## config.mk

```make
export PLATFORM = sky130hd
export DESIGN_NAME = dram_fifo
export DESIGN_NICKNAME = d
export VERILOG_FILES = /design/src/rtl/dram_fifo_pkg.sv /design/src/rtl/dram_fifo_dram.sv /design/src/rtl/dram_fifo.sv
export SDC_FILE = /design/constraint.sdc
export NUM_CORES = 1
export LEC_CHECK = 0
export CORE_ASPECT_RATIO = 0.8
export CORE_UTILIZATION = 47
export DETAILED_ROUTE_END_ITERATION = 12
export PLACE_DENSITY = 0.78
export SLEW_MARGIN = 20
export SYNTH_ARGS = -nofsm -noshare
export SYNTH_HDL_FRONTEND = slang
export SYNTH_SLANG_ARGS = --single-unit
```

## constraint.sdc

```tcl
create_clock -name clk_i -period 3.7 [get_ports clk_i]
set_input_delay 0.74 -clock clk_i [delete_from_list [all_inputs] [get_ports clk_i]]
set_output_delay 0.74 -clock clk_i [all_outputs]
set_load 0.01 [all_outputs]
```

## src/rtl/dram_fifo_pkg.sv

```systemverilog
// dram_fifo_pkg: shared constant helpers for the dram_fifo slice.
package dram_fifo_pkg;

    function automatic int clog2(input int n);
        int r;
        r = 0;
        for (int i = 0; i < 31; i++)
            if ((1 << i) < n) r = i + 1;
        return r;
    endfunction

endpackage

```

## src/rtl/dram_fifo_dram.sv

```systemverilog
// dram_fifo_dram: unreset storage array, one write port and two async read ports.
module dram_fifo_dram #(
    parameter int DW = 32,
    parameter int AW = 1
) (
    input  logic          clk_i,
    input  logic          we_i,
    input  logic [AW-1:0] waddr_i,
    input  logic [DW-1:0] wdata_i,
    input  logic [AW-1:0] raddr0_i,
    output logic [DW-1:0] rdata0_o,
    input  logic [AW-1:0] raddr1_i,
    output logic [DW-1:0] rdata1_o
);

    logic [DW-1:0] mem_q [2**AW];

    always_ff @(posedge clk_i)
        if (we_i) mem_q[waddr_i] <= wdata_i;

    assign rdata0_o = mem_q[raddr0_i];
    assign rdata1_o = mem_q[raddr1_i];

endmodule

```

## src/rtl/dram_fifo.sv

```systemverilog
// dram_fifo: first-word fall-through FIFO over a distributed-RAM array.
// Define DRAM_FIFO_ERR_EN to add a sticky err_o flag for ignored push/pop requests.
module dram_fifo
    import dram_fifo_pkg::*;
#(
    parameter int SZ = 2,
    parameter int DW = 32
) (
    input  logic                  clk_i,
    input  logic                  rst_n_i,
    input  logic                  push_i,
    input  logic [DW-1:0]         data_i,
    output logic                  full_o,
    input  logic                  pop_i,
    output logic [DW-1:0]         data_o,
    output logic                  empty_o,
    output logic [clog2(SZ):0]    usage_o
`ifdef DRAM_FIFO_ERR_EN
    ,
    output logic                  err_o
`endif
);

    localparam int AW = clog2(SZ);
    localparam int PW = AW + 1;

    logic [PW-1:0] wp_q, wp_d, rp_q, rp_d;
    logic          push_ok, pop_ok, we;
    logic [DW-1:0] rd1_unused;

    always_comb begin
        empty_o = wp_q == rp_q;
        full_o  = (wp_q[AW-1:0] == rp_q[AW-1:0]) && (wp_q[AW] != rp_q[AW]);
        usage_o = wp_q - rp_q;
        pop_ok  = pop_i && !empty_o;
        push_ok = push_i && (!full_o || pop_ok);
        wp_d    = wp_q + PW'(push_ok);
        rp_d    = rp_q + PW'(pop_ok);
        // storage must not change while reset holds the pointers
        we      = push_ok && rst_n_i;
    end

    always_ff @(posedge clk_i or negedge rst_n_i)
        if (!rst_n_i) begin
            wp_q <= '0;
            rp_q <= '0;
        end else begin
            wp_q <= wp_d;
            rp_q <= rp_d;
        end

`ifdef DRAM_FIFO_ERR_EN
    logic err_q, err_d;

    always_comb err_d = err_q || (push_i && full_o && !pop_ok) || (pop_i && empty_o);

    always_ff @(posedge clk_i or negedge rst_n_i)
        if (!rst_n_i) err_q <= 1'b0;
        else          err_q <= err_d;

    assign err_o = err_q;
`endif

    dram_fifo_dram #(.DW(DW), .AW(AW)) u_dram (
        .clk_i    (clk_i),
        .we_i     (we),
        .waddr_i  (wp_q[AW-1:0]),
        .wdata_i  (data_i),
        .raddr0_i (rp_q[AW-1:0]),
        .rdata0_o (data_o),
        .raddr1_i (rp_q[AW-1:0]),
        .rdata1_o (rd1_unused)
    );

endmodule

```

==> qor.yml, run 1 <==
core_um2: 5122
cts_setup_buffers: 0
synth_nets: 161
netlist_area_um2: 2564
dieWidth_um: 84.58
grt_usage: 0.1646
fin_skew_ps: 5.525
hpwl_um: 3004
synth_simple_gate_area_share: 0.01171
cts_tree: "done"
finalNonFillerCells: 270
finalSetupViolCount: 0
ys.warnings.count: 0
relSlewSlack: 0.6908
layout.nets: 242
r2r_slack_ps: 1310
rr_worst_depth: 5
num_antenna_cells: 0
htreeDepth: 3
cts_buffer_depth: 2
cts.sinks: 68
rr_startpoint: "rp_q[0]$_DFF_PN0_"
rows: 23
hold_start: "wp_q[1]$_DFF_PN0_"
cpPeakStageDelay_ps: 540
yosysMostFrequentCell: "edfxtp_1"
arrival_ps: 2030
synth_common_cells: "edfxtp_1 (64), mux2_2 (30), dfrtp_1 (4)"
vdd_drop_max_mv: 0.3476
dp.cells: 254
wl_um: 4342
drtIter0Drc: 75
synth.top_cell.area_share: 0.7496
cts_resized: 0
hold_end: "wp_q[1]$_DFF_PN0_"
via_count: 1361
drv_slew: 0
critPathCaptureType: "output pin"
synth-main-ff-cell: "edfxtp_1"
timing.final.crit_share: 0.7477
die_y_um: 68.06
synth.avg_cell_area_um2: 21.01
min_delay_path_depth: 1
initial_core_util: 0.5005
synthMuxAreaShare: 0.1406
p_per_area_nw_per_um2: 706.8
drt-pass1-iter-count: 6
drc_errors: 0
grt_pass1_vias: 1370
finalHoldViolations: 0
regArea_um2: 2022
area_delta_synth_final_pct: 37.43
rr_endpoint: "u_dram.mem_q[0][28]$_DFFE_PP_"
critPathKind: "flop to output pin"
fillerInstances: 327
wl_per_cell_um: 16.08
yosys.area_share.adder: 0.01464
dieArea_um2: 5756
ios: 72
drtAntennaViolNets: 0
rsz0062_at_grt: "false"
tns_ps: 0
io_buffers: 71
hp-class: "flop to flop"
antenna_found_initial: 0
maxCapViolCount: 0
cp_slowest_cell: "clkdlybuf4s50_1"
fin_ws_ps: 933.4
clk_latency_ps: 330
critPathMaxFanout: 34
cts_root_buf: "clkbuf_8"
synth_xor_area_frac: 0.01659
grt_pass1_wl_um: 6699
cts_buffers: 9
multi_input_area_um2: 518.0
ctsHoldBuffers: 0
ys_seq_elements: 68
synth_area_leaders: "edfxtp_1 (75%), mux2_2 (13%), dfrtp_1 (3.9%), ha_1 (1.5%), buf_6 (1.3%)"
timing.fmax_ghz: 0.3615
crit_required_ps: 2960
async_flop_share: 0.05882
start_kind: "flop"
min_period_ps: 2767
yosysTopAreaCell: "edfxtp_1"
synth_cell_type_count: 18
finalInstanceArea_um2: 3523
crit_chain: "buf_4 -> ha_1 -> inv_1 -> nor2_1 -> clkdlybuf4s50_1"
grt_max_degree: 35
leakagePower_uw: 0.001209
placed_cell_area_um2: 3358
synth_compound_area_frac: 0.009761
synth_edf_count: 64
synth_cells: 122
clkTransAtPathRegs_ps: 70
ys_seq_area_frac: 0.7887
drive_gt1_frac: 0.2356
worstMarginPinSlew_ps: 463.4
dp_slack_ps: 1058
gp_congestion: 0.7456
avgViaCountPerCell: 5.041
grt.overflow.total: 0
synth_top_family_by_area: "multiplexers"
status: "finished, final reports clean"
## final cells by class
class | instances | area share
Clock buffer | 14 | 0.04332
Clock inverter | 2 | 0.003551
Inverter | 2 | 0.002131
Multi-Input combinational cell | 48 | 0.1470
Sequential cell | 68 | 0.5739
Tap cell | 62 | 0.02202
Timing Repair Buffer | 74 | 0.2081
## cell families (layout without fill, tap and decap cells)
group	Yosys count	after routing
AOI/OAI and AO/OA	4	4
xor gates and xnor gates	4	4
adders and majority gates	3	3
buffers and inverters	6	92
DFF	68	68
muxes	32	32
and+or+nand+nor	5	5
## how the worst max path moves through the flow
stage	from	slack, ps	cells past startpoint	to
4_1_cts	rp_q[0]$_DFF_PN0_	900	4	full_o
3_5_place_dp	rst_n_i	1060	4	u_dram.mem_q[1][7]$_DFFE_PP_
3_3_place_gp	rst_n_i	1130	4	u_dram.mem_q[1][3]$_DFFE_PP_
5_1_grt	rp_q[0]$_DFF_PN0_	810	5	empty_o
2_1_floorplan	rp_q[0]$_DFF_PN0_	820	3	u_dram.mem_q[0][0]$_DFFE_PP_
6_report	rp_q[0]$_DFF_PN0_	930	5	empty_o
## critical path, delay by kind of cell, from the launching register on
kind                       cells  cell delay, ps
DFF                            1             360
buffers and inverters          3             860
and+or+nand+nor                1             100
adders and majority gates      1             360
## metrics by stage
step / total power [µW] / utilization / hold WS [ps]
final: 2490 / 0.6878 / 540.4
after detailed placement: 2013 / 0.6556 / 521.1
after CTS: 2519 / 0.6878 / 536.0
after global routing: 2617 / 0.6878 / 573.9
after global placement: 1982 / 0.6556 / 511.9
after floorplan: 1543 / - / 444.4
## registers in the layout, summed over array words and instances (netlist names)
register	flops
rp_q	2
wp_q	2
u_dram.mem_q	64
## power by group
group | switching, µW | internal [µW] | leakage, µW
clock network | 238 | 261 | 0.0000807
registers | 40.0 | 977 | 0.000633
logic | 430 | 543 | 0.000495
## layout by cell type, fill, tap and decap left out, types with 2 or more instances in the layout
cell / netlist / layout
mux2_1: 2 / 2
edfxtp_1: 64 / 64
ha_1: 3 / 3
buf_4: 0 / 3
dfrtp_1: 4 / 4
mux2_2: 30 / 30
a21oi_4: 0 / 2
clkbuf_8: 0 / 10
inv_1: 2 / 2
xor2_1: 3 / 3
clkdlybuf4s50_1: 0 / 71
clkbuf_1: 0 / 4
## per-layer routing
metal | vias up | track usage | part of all wire
met4 | 0 | 0.04449 | 0.0067
met1 | 661 | 0.2062 | 0.43
met3 | 4 | 0.07117 | 0.075
met5 | - | 0 | 0
met2 | 62 | 0.2673 | 0.48
li1 | 634 | - | -
Power figures use the tool's default switching activity.
==> inputs of run 2 (changes only) <==
clock period = 2.9 ns   (was 3.7 ns; I/O delays follow)
==> run 2 against run 1 <==
Effect of this change:
- the flow now finishes with violations (DRC)
- utilization grew 0.93 points
- non-clock buffer count grew 1
- register-to-register slack lost 460 ps
- cell count grew 0.37%
- die area is the same
- largest power group unchanged
- sequential power grew 27%
- clock skew shrank 2.1 ps
- largest cell class unchanged
- wire length grew 1.2%
- hold slack lost 68 ps
- via count shrank 2.1%
- combinational power grew 28%
- critical endpoint unchanged
- global-route usage grew 1.0 points
==> qor.yml, run 2 (synthesis results as in run 1) <==
vdd_drop_max_mv: 0.5462
ctsHoldBuffers: 0
critPathBufInv: 3
clkTransAtPathRegs_ps: 60
rr_worst_depth: 5
io_buffers: 71
critPathTopFamily: "buffers and inverters"
cpPeakStageDelay_ps: 570
grt_pass1_vias: 1427
tns_ps: 0
cts_resized: 0
r2r_slack_ps: 850
fin_util: 0.6971
grt_pass1_wl_um: 7024
hp-class: "primary input to async pin"
timing.final.crit_share: 0.8846
drive_gt1_frac: 0.2440
avgViaCountPerCell: 4.919
status: "finished with violations"
crit_required_ps: 2320
drtAntennaViolNets: 0
gp_congestion: 0.7513
cp_slowest_cell: "clkdlybuf4s50_1"
ios: 72
finalHoldViolations: 0
layout.nets: 243
cts_buffers: 9
relSlewSlack: 0.6772
rows: 23
hpwl_um: 2965
start_kind: "flop"
grt_max_degree: 33
rr_endpoint: "u_dram.mem_q[0][8]$_DFFE_PP_"
p_int_uw: 2420
worstMarginPinSlew_ps: 483.2
p_seq_frac: 0.389
cts_buffer_depth: 2
rsz0062_at_grt: "false"
finalNonFillerCells: 271
timing.fmax_ghz: 0.3898
final_common_cell: "clkdlybuf4s50_1"
critPathMaxFanout: 14
drc_errors: 6
leakagePower_uw: 0.001239
critPathKind: "flop to output pin"
grt_usage: 0.1751
violations: "DRC"
via_count: 1333
finalSetupViolCount: 0
die_y_um: 68.06
fin_skew_ps: 3.384
critPathCaptureType: "output pin"
cts.sinks: 68
maxCapViolCount: 0
regMostFlops: "u_dram.mem_q"
p_per_area_nw_per_um2: 934.3
largest_reg_flops: 64
final_cell_mix: "clkdlybuf4s50_1 (71), edfxtp_1 (64), mux2_2 (30), clkbuf_8 (9)"
initial_core_util: 0.5005
rr_startpoint: "rp_q[0]$_DFF_PN0_"
cts_tree: "done"
htreeDepth: 3
core_um2: 5122
arrival_ps: 1990
min_period_ps: 2565
cts_root_buf: "clkbuf_8"
clock_power_share: 0.235
drt-pass1-iter-count: 8
path_depth: 5
drv_slew: 0
wl_per_cell_um: 16.21
dieWidth_um: 84.58
switchingPower_uw: 915.9
area_delta_synth_final_pct: 39.29
antenna_found_initial: 0
clk_latency_ps: 330
grt.overflow.total: 0
crit_chain: "buf_4 -> ha_1 -> inv_1 -> nor2_1 -> clkdlybuf4s50_1"
num_antenna_cells: 0
dp.cells: 255
power_switching_share: 0.2745
largestRegisters: "u_dram.mem_q: 64 flops, rp_q: 2 flops, wp_q: 2 flops"
dieArea_um2: 5756
wl_um: 4394
drtIter0Drc: 66
combPwrFrac: 0.376
cts_setup_buffers: 0
==> run 2: area by class of cell <==
| class | instances | area (µm²) |
|---|---|---|
| multi-input cells | 48 | 518.0 |
| well taps | 62 | 77.57 |
| flip-flops and latches | 68 | 2022 |
| repair buffers | 75 | 740.7 |
| clock inverters | 7 | 81.33 |
| inverters | 2 | 7.507 |
| clock buffers | 9 | 123.9 |
| fillers | 338 | 1551 |
==> run 2: through the flow <==
stage | total power, µW | cell area [µm²] | hold slack, ps | setup WS, ps
floorplan | 1968 | 2564 | 284.4 | 19.55
global placement | 2536 | 3366 | 509.1 | 712.6
detailed placement | 2581 | 3366 | 513.4 | 659.0
CTS | 3374 | 3571 | 450.3 | 294.0
global route | 3508 | 3571 | 464.3 | 237.0
finish | 3336 | 3571 | 472.0 | 334.6
==> run 2: how the worst max path moves through the flow <==
stage	start	endpoint	slack, ps
2_1_floorplan	rp_q[0]$_DFF_PN0_	u_dram.mem_q[0][0]$_DFFE_PP_	20
3_3_place_gp	rst_n_i	u_dram.mem_q[1][3]$_DFFE_PP_	710
3_5_place_dp	rst_n_i	u_dram.mem_q[0][15]$_DFFE_PP_	660
4_1_cts	rp_q[0]$_DFF_PN0_	empty_o	290
5_1_grt	rp_q[0]$_DFF_PN0_	empty_o	240
6_report	rp_q[0]$_DFF_PN0_	empty_o	330
==> run 2: power by group through the flow <==
| stage | Sequential, µW | Clock (µW) | Combinational (µW) |
|---|---|---|---|
| 6_report | 1300 | 784 | 1250 |
| 2_1_floorplan | 1310 | 0 | 654 |
| 3_3_place_gp | 1310 | 0 | 1230 |
| 3_5_place_dp | 1320 | 0 | 1260 |
| 4_1_cts | 1300 | 804 | 1270 |
| 5_1_grt | 1310 | 851 | 1340 |
==> run 2: layer usage <==
metal / up-vias / GRT usage / share of wire
met3: 2 / 0.09047 / 0.078
met4: 0 / 0.06780 / 0.0055
met2: 61 / 0.2602 / 0.47
li1: 633 / - / -
met1: 637 / 0.2210 / 0.44
met5: - / 0 / 0
==> inputs of run 3 (changes only) <==
CORE_ASPECT_RATIO = 1.5   (was 0.8)
RECOVER_POWER = 100   (was unset)
==> run 3 against run 2 <==
Effect of this change:
- the run now ends clean
- clock-buffer cell count is the same
- highest routed layer unchanged
- critical endpoint is now full_o
- via count grew 2.1%
- critical path type unchanged
- critical path depth shrank 2
- clock power shrank 7.1%
- cell count grew 2.6%
- wire length grew 3.5%
- register-to-register slack lost 450 ps
==> qor.yml, run 3 (synthesis results as in run 1) <==
grt_pass1_wl_um: 7203
grt_max_degree: 33
worstSetupEndpoint: "full_o"
die_y_um: 92.46
p_per_area_nw_per_um2: 909.1
worstMarginPinSlew_ps: 1106
min_period_ps: 2647
power_uw: 3222
drv_slew: 0
switchingPower_uw: 919.2
dr_wl_met2_um: 2573
antenna_found_initial: 0
dp_slack_ps: 530.0
dieArea_um2: 5760
cts_tree: "done"
timing.final.crit_share: 0.9127
hp-class: "flop to flop"
layout.nets: 244
wl_per_cell_um: 16.35
fillerInstances: 367
wl_um: 4546
grt_pass1_vias: 1453
io_buffers: 71
avgViaCountPerCell: 4.896
start_kind: "flop"
drtAntennaViolNets: 0
startpoint: "wp_q[1]$_DFF_PN0_"
p_int_uw: 2303
leakagePower_uw: 0.001230
crit_required_ps: 2320
final_common_cell: "edfxtp_1"
timing.fmax_ghz: 0.3778
wl_met1_um: 1704
clock_power_share: 0.226
critPathCaptureType: "output pin"
drc_errors: 0
arrival_ps: 2070
ctsHoldBuffers: 0
fin_ws_ps: 253.3
critPathMaxFanout: 7
drive_gt1_frac: 0.2238
fin_skew_ps: 4.017
finalInstanceArea_um2: 3545
rr_startpoint: "wp_q[0]$_DFF_PN0_"
dr.max_layer_used: "met4"
rsz0062_at_grt: "false"
power_switching_share: 0.2853
combPwrFrac: 0.371
grt_usage: 0.1732
rows: 32
status: "finished, final reports clean"
cts.sinks: 68
regMostFlops: "u_dram.mem_q"
clkTransAtPathRegs_ps: 70
core_um2: 5205
drt-pass1-iter-count: 4
regArea_um2: 2022
via_count: 1361
r2r_slack_ps: 400
clk_latency_ps: 330
cts_buffers: 9
num_antenna_cells: 0
largestRegisters: "u_dram.mem_q: 64 flops, rp_q: 2 flops, wp_q: 2 flops"
finalSetupViolCount: 0
htreeDepth: 3
cts_resized: 0
dieWidth_um: 62.31
tns_ps: 0
hpwl_um: 3293
ios: 72
drtIter0Drc: 52
grt.overflow.total: 0
initial_core_util: 0.4925
critPathKind: "flop to output pin"
area_delta_synth_final_pct: 38.26
p_seq_frac: 0.403
rr_endpoint: "u_dram.mem_q[1][5]$_DFFE_PP_"
multi_input_area_um2: 499.2
vdd_drop_max_mv: 0.8275
largest_reg_flops: 64
maxCapViolCount: 0
cts_root_buf: "clkbuf_8"
gp_congestion: 0.6834
placed_cell_area_um2: 3381
finalHoldViolations: 0
route.met3.wl_um: 205
cts_setup_buffers: 0
final_cell_mix: "edfxtp_1 (64), clkdlybuf4s50_1 (36), dlygate4sd3_1 (35), mux2_2 (28), clkbuf_8 (9)"
rr_worst_depth: 5
relSlewSlack: 0.2629
cts_buffer_depth: 2
==> run 3: changes by cell type in the layout (fill, tap and decap cells not counted), sizes merged <==
cell           change
clkinvlp           +2
clkdlybuf4s50     -35
clkinv             -2
inv                +1
dlygate4sd3       +35
clkbuf             +3
buf                -2
bufinv             -1
==> run 3: layout make-up <==
| type | instances | share of cell area |
|---|---|---|
| Inverter | 2 | 0.002118 |
| Multi-Input combinational cell | 48 | 0.1408 |
| Sequential cell | 68 | 0.5704 |
| Tap cell | 68 | 0.02400 |
| Timing Repair Buffer | 76 | 0.2090 |
| Clock inverter | 7 | 0.01871 |
| Clock buffer | 9 | 0.03495 |
==> run 3: layer usage <==
| layer | vias to the layer above | track usage |
|---|---|---|
| li1 | 637 | - |
| met1 | 670 | 0.1878 |
| met2 | 48 | 0.3059 |
| met3 | 6 | 0.05419 |
| met4 | 0 | 0.08140 |
| met5 | - | 0 |
==> run 3: power by group through the flow <==
stage	combinational [µW]	sequential, µW	clock [µW]
after floorplan	654	1310	0
after global placement	1220	1310	0
after detailed placement	1260	1320	0
after CTS	1270	1300	747
after global routing	1290	1310	783
final	1190	1300	728
==> run 3: critical path, stage by stage, from the launching register on <==
cell,delay (ps)
dfrtp_1,410
xor2_1,540
and2_2,250
clkdlybuf4s50_1,540
==> run 3: worst min path at each step <==
stage                      startpoint           endpoint  slack [ps]  depth (start not counted)
floorplan                     rst_n_i  rp_q[0]$_DFF_PN0_         280                          0
global placement    rp_q[1]$_DFF_PN0_  rp_q[1]$_DFF_PN0_         510                          1
detailed placement  rp_q[1]$_DFF_PN0_  rp_q[1]$_DFF_PN0_         520                          1
CTS                           rst_n_i  wp_q[0]$_DFF_PN0_         470                          1
global route        rp_q[1]$_DFF_PN0_  rp_q[1]$_DFF_PN0_         510                          1
finish              rp_q[1]$_DFF_PN0_  rp_q[1]$_DFF_PN0_         500                          1
==> run 3: through the flow <==
step                      instances  hold WS, ps    util
after CTS                       278        467.7  0.6861
after floorplan                 122        284.4       -
final                           278        498.6  0.6810
after global placement          262        505.9  0.6495
after detailed placement        262        522.7  0.6495
after global routing            278        508.0  0.6810
